$ cat src/rtl/tx_pattern_gen_pkg.sv
// Shared types and constants for the UART TX test-pattern source.
package tx_test_pkg;

  localparam int unsigned T1S_50MHZ = 50_000_000;

  typedef enum logic [1:0] {
    PAT_FIXED,
    PAT_INCR,
    PAT_WALK1,
    PAT_LFSR
  } tx_pat_mode_e;

  typedef enum logic [1:0] {
    IDLE,
    SEND,
    GAP
  } tx_gen_state_e;

endpackage

$ cat src/rtl/tx_pattern_gen_if.sv
// Request/acknowledge link between the pattern source and a UART TX core.
interface tx_pattern_gen_if #(
  parameter int unsigned DATA_W = 8
);
  logic              tx_en_sig;
  logic [DATA_W-1:0] tx_data;
  logic              tx_done_sig;

  modport master (output tx_en_sig, output tx_data, input tx_done_sig);
  modport slave  (input tx_en_sig, input tx_data, output tx_done_sig);
endinterface

$ cat src/rtl/tx_tick_gen.sv
// Free-running period counter; pulses tick on the last count of each period.
module tx_tick_gen
  import tx_test_pkg::*;
#(
  parameter int unsigned PERIOD_CYCLES = T1S_50MHZ
) (
  input  logic clk,
  input  logic rst_n,
  input  logic enable,
  output logic tick
);

  localparam int unsigned CntW = $clog2(PERIOD_CYCLES);
  localparam logic [CntW-1:0] Last = CntW'(PERIOD_CYCLES - 1);

  logic [CntW-1:0] cnt_q, cnt_d;

  always_comb begin
    tick  = enable && (cnt_q == Last);
    cnt_d = cnt_q + CntW'(1);
    if (!enable || tick) cnt_d = '0;
  end

  always_ff @(posedge clk or negedge rst_n) begin
    if (!rst_n) cnt_q <= '0;
    else        cnt_q <= cnt_d;
  end

endmodule

$ cat src/rtl/tx_pattern_gen.sv
// Periodic burst pattern source for UART bring-up and soak tests, with a done-timeout watchdog.
module tx_pattern_gen
  import tx_test_pkg::*;
#(
  parameter int unsigned       PERIOD_CYCLES  = T1S_50MHZ,
  parameter int unsigned       DATA_W         = 8,
  parameter int unsigned       BURST_LEN      = 1,
  parameter logic [31:0]       SEED           = 32'h31,
  parameter logic [DATA_W-1:0] LFSR_TAPS      = DATA_W'(8'hB8),
  parameter int unsigned       TIMEOUT_CYCLES = 1_000_000
) (
  input  logic                    clk,
  input  logic                    rst_n,
  input  logic                    enable,
  input  tx_pat_mode_e            mode,
  input  logic                    err_clr,
  tx_pattern_gen_if.master        tx,
  output logic                    busy,
  output logic [15:0]             sent_count,
  output logic                    timeout_err
);

  localparam int unsigned WordW = (BURST_LEN > 1) ? $clog2(BURST_LEN) : 1;
  localparam int unsigned WdW   = (TIMEOUT_CYCLES > 2) ? $clog2(TIMEOUT_CYCLES) : 1;
  localparam logic [DATA_W-1:0] One    = DATA_W'(1);
  localparam logic [DATA_W-1:0] SeedW  = DATA_W'(SEED);
  // An all-zero LFSR would lock up, so a zero seed becomes 1.
  localparam logic [DATA_W-1:0] SeedNz = (SeedW == '0) ? One : SeedW;

  function automatic logic [DATA_W-1:0] seed_of(input tx_pat_mode_e m);
    return (m == PAT_WALK1) ? One : (m == PAT_LFSR) ? SeedNz : SeedW;
  endfunction

  function automatic logic [DATA_W-1:0] advance(input tx_pat_mode_e m,
                                                input logic [DATA_W-1:0] p);
    logic [DATA_W-1:0] r;
    unique case (m)
      PAT_INCR:  r = p + One;
      PAT_WALK1: r = (p << 1) | (p >> (DATA_W - 1));
      PAT_LFSR:  r = (p >> 1) ^ (p[0] ? LFSR_TAPS : '0);
      default:   r = p;
    endcase
    return r;
  endfunction

  tx_gen_state_e     state_q, state_d;
  tx_pat_mode_e      mode_q, mode_d;
  logic [DATA_W-1:0] pat_q, pat_d;
  logic [WordW-1:0]  words_q, words_d;
  logic [WdW-1:0]    wd_q, wd_d;
  logic [15:0]       sent_q, sent_d;
  logic              err_q, err_d;
  logic              tick;

  assign busy          = (state_q != IDLE);
  assign tx.tx_en_sig  = (state_q == SEND);
  assign tx.tx_data    = pat_q;
  assign sent_count    = sent_q;
  assign timeout_err   = err_q;

  // Keep the period counter alive until an in-flight burst finishes.
  tx_tick_gen #(
    .PERIOD_CYCLES(PERIOD_CYCLES)
  ) u_tick (
    .clk   (clk),
    .rst_n (rst_n),
    .enable(enable | busy),
    .tick  (tick)
  );

  always_comb begin
    state_d = state_q;
    mode_d  = mode_q;
    pat_d   = pat_q;
    words_d = words_q;
    wd_d    = wd_q;
    sent_d  = sent_q;
    err_d   = err_clr ? 1'b0 : err_q;
    unique case (state_q)
      IDLE: begin
        if (tick) begin
          mode_d  = mode;
          if (mode != mode_q) pat_d = seed_of(mode);
          words_d = WordW'(BURST_LEN - 1);
          wd_d    = '0;
          state_d = SEND;
        end
      end
      SEND: begin
        if (tx.tx_done_sig) begin
          sent_d = sent_q + 16'd1;
          pat_d  = advance(mode_q, pat_q);
          if (words_q != '0) begin
            words_d = words_q - WordW'(1);
            state_d = GAP;
          end else begin
            state_d = IDLE;
          end
        end else if (wd_q == WdW'(TIMEOUT_CYCLES - 1)) begin
          err_d   = 1'b1;
          state_d = IDLE;
        end else begin
          wd_d = wd_q + WdW'(1);
        end
      end
      GAP: begin
        wd_d    = '0;
        state_d = SEND;
      end
      default: state_d = IDLE;
    endcase
  end

  always_ff @(posedge clk or negedge rst_n) begin
    if (!rst_n) begin
      state_q <= IDLE;
      mode_q  <= PAT_FIXED;
      pat_q   <= SeedNz;
      words_q <= '0;
      wd_q    <= '0;
      sent_q  <= '0;
      err_q   <= 1'b0;
    end else begin
      state_q <= state_d;
      mode_q  <= mode_d;
      pat_q   <= pat_d;
      words_q <= words_d;
      wd_q    <= wd_d;
      sent_q  <= sent_d;
      err_q   <= err_d;
    end
  end

endmodule

$ cat src/flat_wrapper.sv
// flat-port wrapper written by rule: the top's interface ports become plain ports
module tx_pattern_gen_flat import tx_test_pkg::*;
#(
  parameter int unsigned       PERIOD_CYCLES  = T1S_50MHZ,
  parameter int unsigned       DATA_W         = 8,
  parameter int unsigned       BURST_LEN      = 1,
  parameter logic [31:0]       SEED           = 32'h31,
  parameter logic [DATA_W-1:0] LFSR_TAPS      = DATA_W'(8'hB8),
  parameter int unsigned       TIMEOUT_CYCLES = 1_000_000
)
  (clk, rst_n, enable, mode, err_clr, busy, sent_count, timeout_err, tx_tx_en_sig, tx_tx_data, tx_tx_done_sig);
  tx_pattern_gen_if #(.DATA_W(DATA_W)) tx_i ();
  input  logic clk;
  input  logic rst_n;
  input  logic enable;
  input  tx_pat_mode_e mode;
  input  logic err_clr;
  output logic busy;
  output logic [15:0] sent_count;
  output logic timeout_err;
  output wire logic [$bits(tx_i.tx_en_sig)-1:0] tx_tx_en_sig;
  output wire logic [$bits(tx_i.tx_data)-1:0] tx_tx_data;
  input wire logic [$bits(tx_i.tx_done_sig)-1:0] tx_tx_done_sig;
  assign tx_tx_en_sig = tx_i.tx_en_sig;
  assign tx_tx_data = tx_i.tx_data;
  assign tx_i.tx_done_sig = tx_tx_done_sig;
  tx_pattern_gen #(.PERIOD_CYCLES(PERIOD_CYCLES), .DATA_W(DATA_W), .BURST_LEN(BURST_LEN), .SEED(SEED), .LFSR_TAPS(LFSR_TAPS), .TIMEOUT_CYCLES(TIMEOUT_CYCLES)) u_core (.clk(clk), .rst_n(rst_n), .enable(enable), .mode(mode), .err_clr(err_clr), .tx(tx_i), .busy(busy), .sent_count(sent_count), .timeout_err(timeout_err));
endmodule
$ cat config.mk
export PLATFORM = sky130hd
export DESIGN_NAME = tx_pattern_gen_flat
export DESIGN_NICKNAME = d
export VERILOG_FILES = /design/src/rtl/tx_pattern_gen_pkg.sv /design/src/rtl/tx_pattern_gen_if.sv /design/src/rtl/tx_tick_gen.sv /design/src/rtl/tx_pattern_gen.sv /design/src/flat_wrapper.sv
export SDC_FILE = /design/constraint.sdc
export NUM_CORES = 1
export LEC_CHECK = 0
export CAP_MARGIN = 20
export CELL_PAD_IN_SITES_DETAIL_PLACEMENT = 1
export CELL_PAD_IN_SITES_GLOBAL_PLACEMENT = 2
export CORE_MARGIN = 2
export CORE_UTILIZATION = 37
export DETAILED_ROUTE_END_ITERATION = 12
export PLACE_DENSITY_LB_ADDON = 0.1
export SLEW_MARGIN = 20
export SYNTH_ARGS = -nofsm -noshare
export SYNTH_HDL_FRONTEND = slang
export SYNTH_SLANG_ARGS = --single-unit
$ cat constraint.sdc
create_clock -name clk -period 2.6 [get_ports clk]
set_input_delay 0.52 -clock clk [delete_from_list [all_inputs] [get_ports clk]]
set_output_delay 0.52 -clock clk [all_outputs]
set_load 0.02 [all_outputs]
==> results.txt <==
status -> completed
WP data arrival -> 2.61 ns
Worst-path clk slew -> 0.08 ns
first-pass GRT wire length -> 16.5 mm
pre-CTS setup slack -> 0.0433 ns
CP Cell Sequence -> nor4_1, nand3b_1, o41a_1, and3_1, a211o_1
power share of the clock group -> 47.3%
Slew HR -> 56.4%
Worst Path Buf+Inv -> 0
Worst Setup Slack, final -> 0.221 ns
clk buf depth -> 2
DP HPWL -> 6.65 mm
fin. max-slew vios -> 0
Starting Density -> 38.3%
Setup violations, final -> 0
Worst IR Drop VDD -> 0.276 mV
fin crit period -> 2.38 ns
Pre-antenna DRT Iters -> 4
worst reg2reg setup slack -> 0.22 ns
htree depth -> 3
Final Util -> 45.2%
final wirelength -> 9.72 mm
number of synthesized flops with an enable pin -> 0
grt ovf -> 0
pwr dens -> 489 nW/um^2
register bit total from synthesis -> 74
drc violations -> 0
GPL Wtd Cong -> 0.763
Lkg Pwr -> 2.02 nW
largest net degree at the start of global routing -> 39
CTS Buf Count -> 9
f_max -> 420 MHz
Die Wd -> 108 um
Logic pwr share -> 2.5%
RR Startpoint -> u_core.wd_q[13]$_DFFE_PN0P_
Synth area leader -> dfrtp_1
CP Launch Point -> u_core.wd_q[13]$_DFFE_PN0P_
height of the die -> 108 um
Mapped Area -> 3990 sq um
Warnings, synthesis -> 0
Iter 0 DRT Violations -> 110
initial antenna violation count -> 0
fill count -> 1202
Async SR Flop Fraction -> 100%
Post-CTS Hold Fix Bufs -> 0
number of setup buffers added after CTS -> 0
FF-to-FF End -> u_core.wd_q[14]$_DFFE_PN0P_
Synth top area share -> 44.5%
number of diodes -> 0
Vias/cell -> 5.54
CP endpoint kind -> register
sw frac -> 21.5%
fraction of layout cells with a size suffix above 1 -> 9.05%
CTS tree -> done
Pwr Total -> 2.31 mW
period utilization -> 91.5%
Sw Pwr -> 496 uW
Fin Hold WS -> 0.132 ns
slowest CP cell -> o41a_1
post-synthesis cell type count -> 57
Worst Max-Slew Pin Slew -> 0.653 ns
vias in the first global route -> 3348
Avg Inst Size Synth -> 9.58 sq um
PortBufs -> 33
clk root buf -> clkbuf_8
Flop pwr share -> 50.2%
DR WL/cell -> 16.5 um
# resized after CTS -> 0
TNS Setup -> 0 ns
sequential fraction of the synthesis area -> 46.5%
clock latency on the worst-skew pair -> 0.35 ns
clk_skew -> 0.0114 ns
Synth area leaders -> dfrtp_1 (44%), xnor2_1 (5.0%), xor2_1 (4.6%), nor2_1 (4.2%), nand3_1 (3.3%)
HP Class -> in -> async
Int Pwr -> 1.81 mW
die area -> 11600 sq um
Synth Instances -> 417
ANT nets after route -> 0
Crit path max-delay family -> compound AO/OA/AOI/OAI gates
critical path fanouts, max -> 16
Reg2Reg Depth -> 5
Largest stage delay, worst path -> 0.66 ns
vias after detailed routing -> 3263
Total GRT Usage -> 17.9%
MaxCap Viol Count -> 0
crit path capture -> u_core.wd_q[14]$_DFFE_PN0P_
most frequent cell after synthesis -> dfrtp_1
syn nets -> 428
final hold vios -> 0
Core Rows -> 37
clock sink total -> 74
Layout Area Growth over Synthesis -> 18.0%
RSZ-0062 raised after global routing -> false
Synth top cells by count -> dfrtp_1 (71), nor2_1 (45), nand2_1 (31), nand3_1 (26), xnor2_1 (23)
stages on the worst setup path -> 5
I/O Pins -> 34
Worst Setup Start Kind -> register
core area -> 10400 sq um
Setup Crit Path Kind -> reg -> reg
WP data required -> 2.83 ns
NumNets Final -> 459
Synth Flop Type -> dfrtp_1
sequential cells by signal (all words and copies together) (netlist names):
name / cells
u_core.state_q: 1
u_core.timeout_err: 1
u_core.wd_q: 20
u_core.tx.tx_data: 8
u_core.sent_count: 16
u_core.mode_q: 2
u_core.u_tick.cnt_q: 26
through the flow:
| step | area (sq um) | std cells |
|---|---|---|
| floorplan | 3990 | 417 |
| global placement | 4470 | 573 |
| detailed placement | 4470 | 573 |
| CTS | 4710 | 589 |
| global route | 4710 | 589 |
| finish | 4710 | 589 |
power by group through the flow:
stage               clock (mW)  sequential, mW  combinational, mW
finish                    1.09            1.16             0.0576
global route              1.17            1.16             0.0668
CTS                       1.13            1.16             0.0612
detailed placement           0            1.18             0.0609
global placement             0            1.18             0.0599
floorplan                    0            1.18             0.0159
routing by layer:
metal | global-route usage [%] | vias to the layer above | wire length (um) | part of all wire [%]
li1 | - | 1561 | - | -
met1 | 23.4 | 1658 | 4700 | 48
met2 | 29.6 | 35 | 4670 | 48
met3 | 3.27 | 9 | 204 | 2.1
met4 | 5.95 | 0 | 133 | 1.4
met5 | 0 | - | 0 | 0
kinds of logic after synthesis:
group,after synthesis,share of synthesized area [%]
simple gates,185,24.3
flops,74,46.5
compound gates,67,12.1
xor+xnor,44,9.65
buf+inv,33,3.57
mux,10,2.66
fa+ha+maj,4,1.25
cell type report:
type,count,area [sq um],area share (%)
multi-input combinational,310,2000,42.4
timing repair buffer,42,408,8.66
sequential,74,1860,39.4
tap,136,170,3.61
clock inverter,7,116,2.47
clock buffer,9,124,2.63
inverter,11,41.3,0.876
how the worst min path moves through the flow:
stage               depth (start not counted)  slack [ns]                                end                              start
floorplan                                   0        0.22       u_core.mode_q[0]$_DFFE_PN0P_                              rst_n
global placement                            1        0.45  u_core.sent_count[15]$_DFFE_PN0P_  u_core.sent_count[15]$_DFFE_PN0P_
detailed placement                          1        0.46  u_core.sent_count[15]$_DFFE_PN0P_  u_core.sent_count[15]$_DFFE_PN0P_
CTS                                         1        0.14   u_core.tx.tx_data[6]$_DFFE_PN0P_                              rst_n
global route                                1        0.16   u_core.tx.tx_data[6]$_DFFE_PN0P_                              rst_n
finish                                      1        0.13   u_core.tx.tx_data[6]$_DFFE_PN0P_                              rst_n
worst register-to-register path, stage by stage, from the launching register on:
cell and delay, ns:
dfrtp_1 0.45, nor4_1 0.39, nand3b_1 0.20, o41a_1 0.66, and3_1 0.29, a211o_1 0.26
cell usage in the layout, fill, tap and decap left out, types with 7 or more instances in the layout:
cell and instances:
dfrtp_1 71, nor2_1 45, clkdlybuf4s50_1 32, nand2_1 31, nand3_1 26, xnor2_1 23, xor2_1 21, and3_1 18
nand4_1 17, o21ai_0 17, nor3_1 16, inv_1 10, a31oi_1 9, clkbuf_8 9, buf_4 9, a21oi_1 8
a211o_1 7
(Power assumes the default switching activity.)
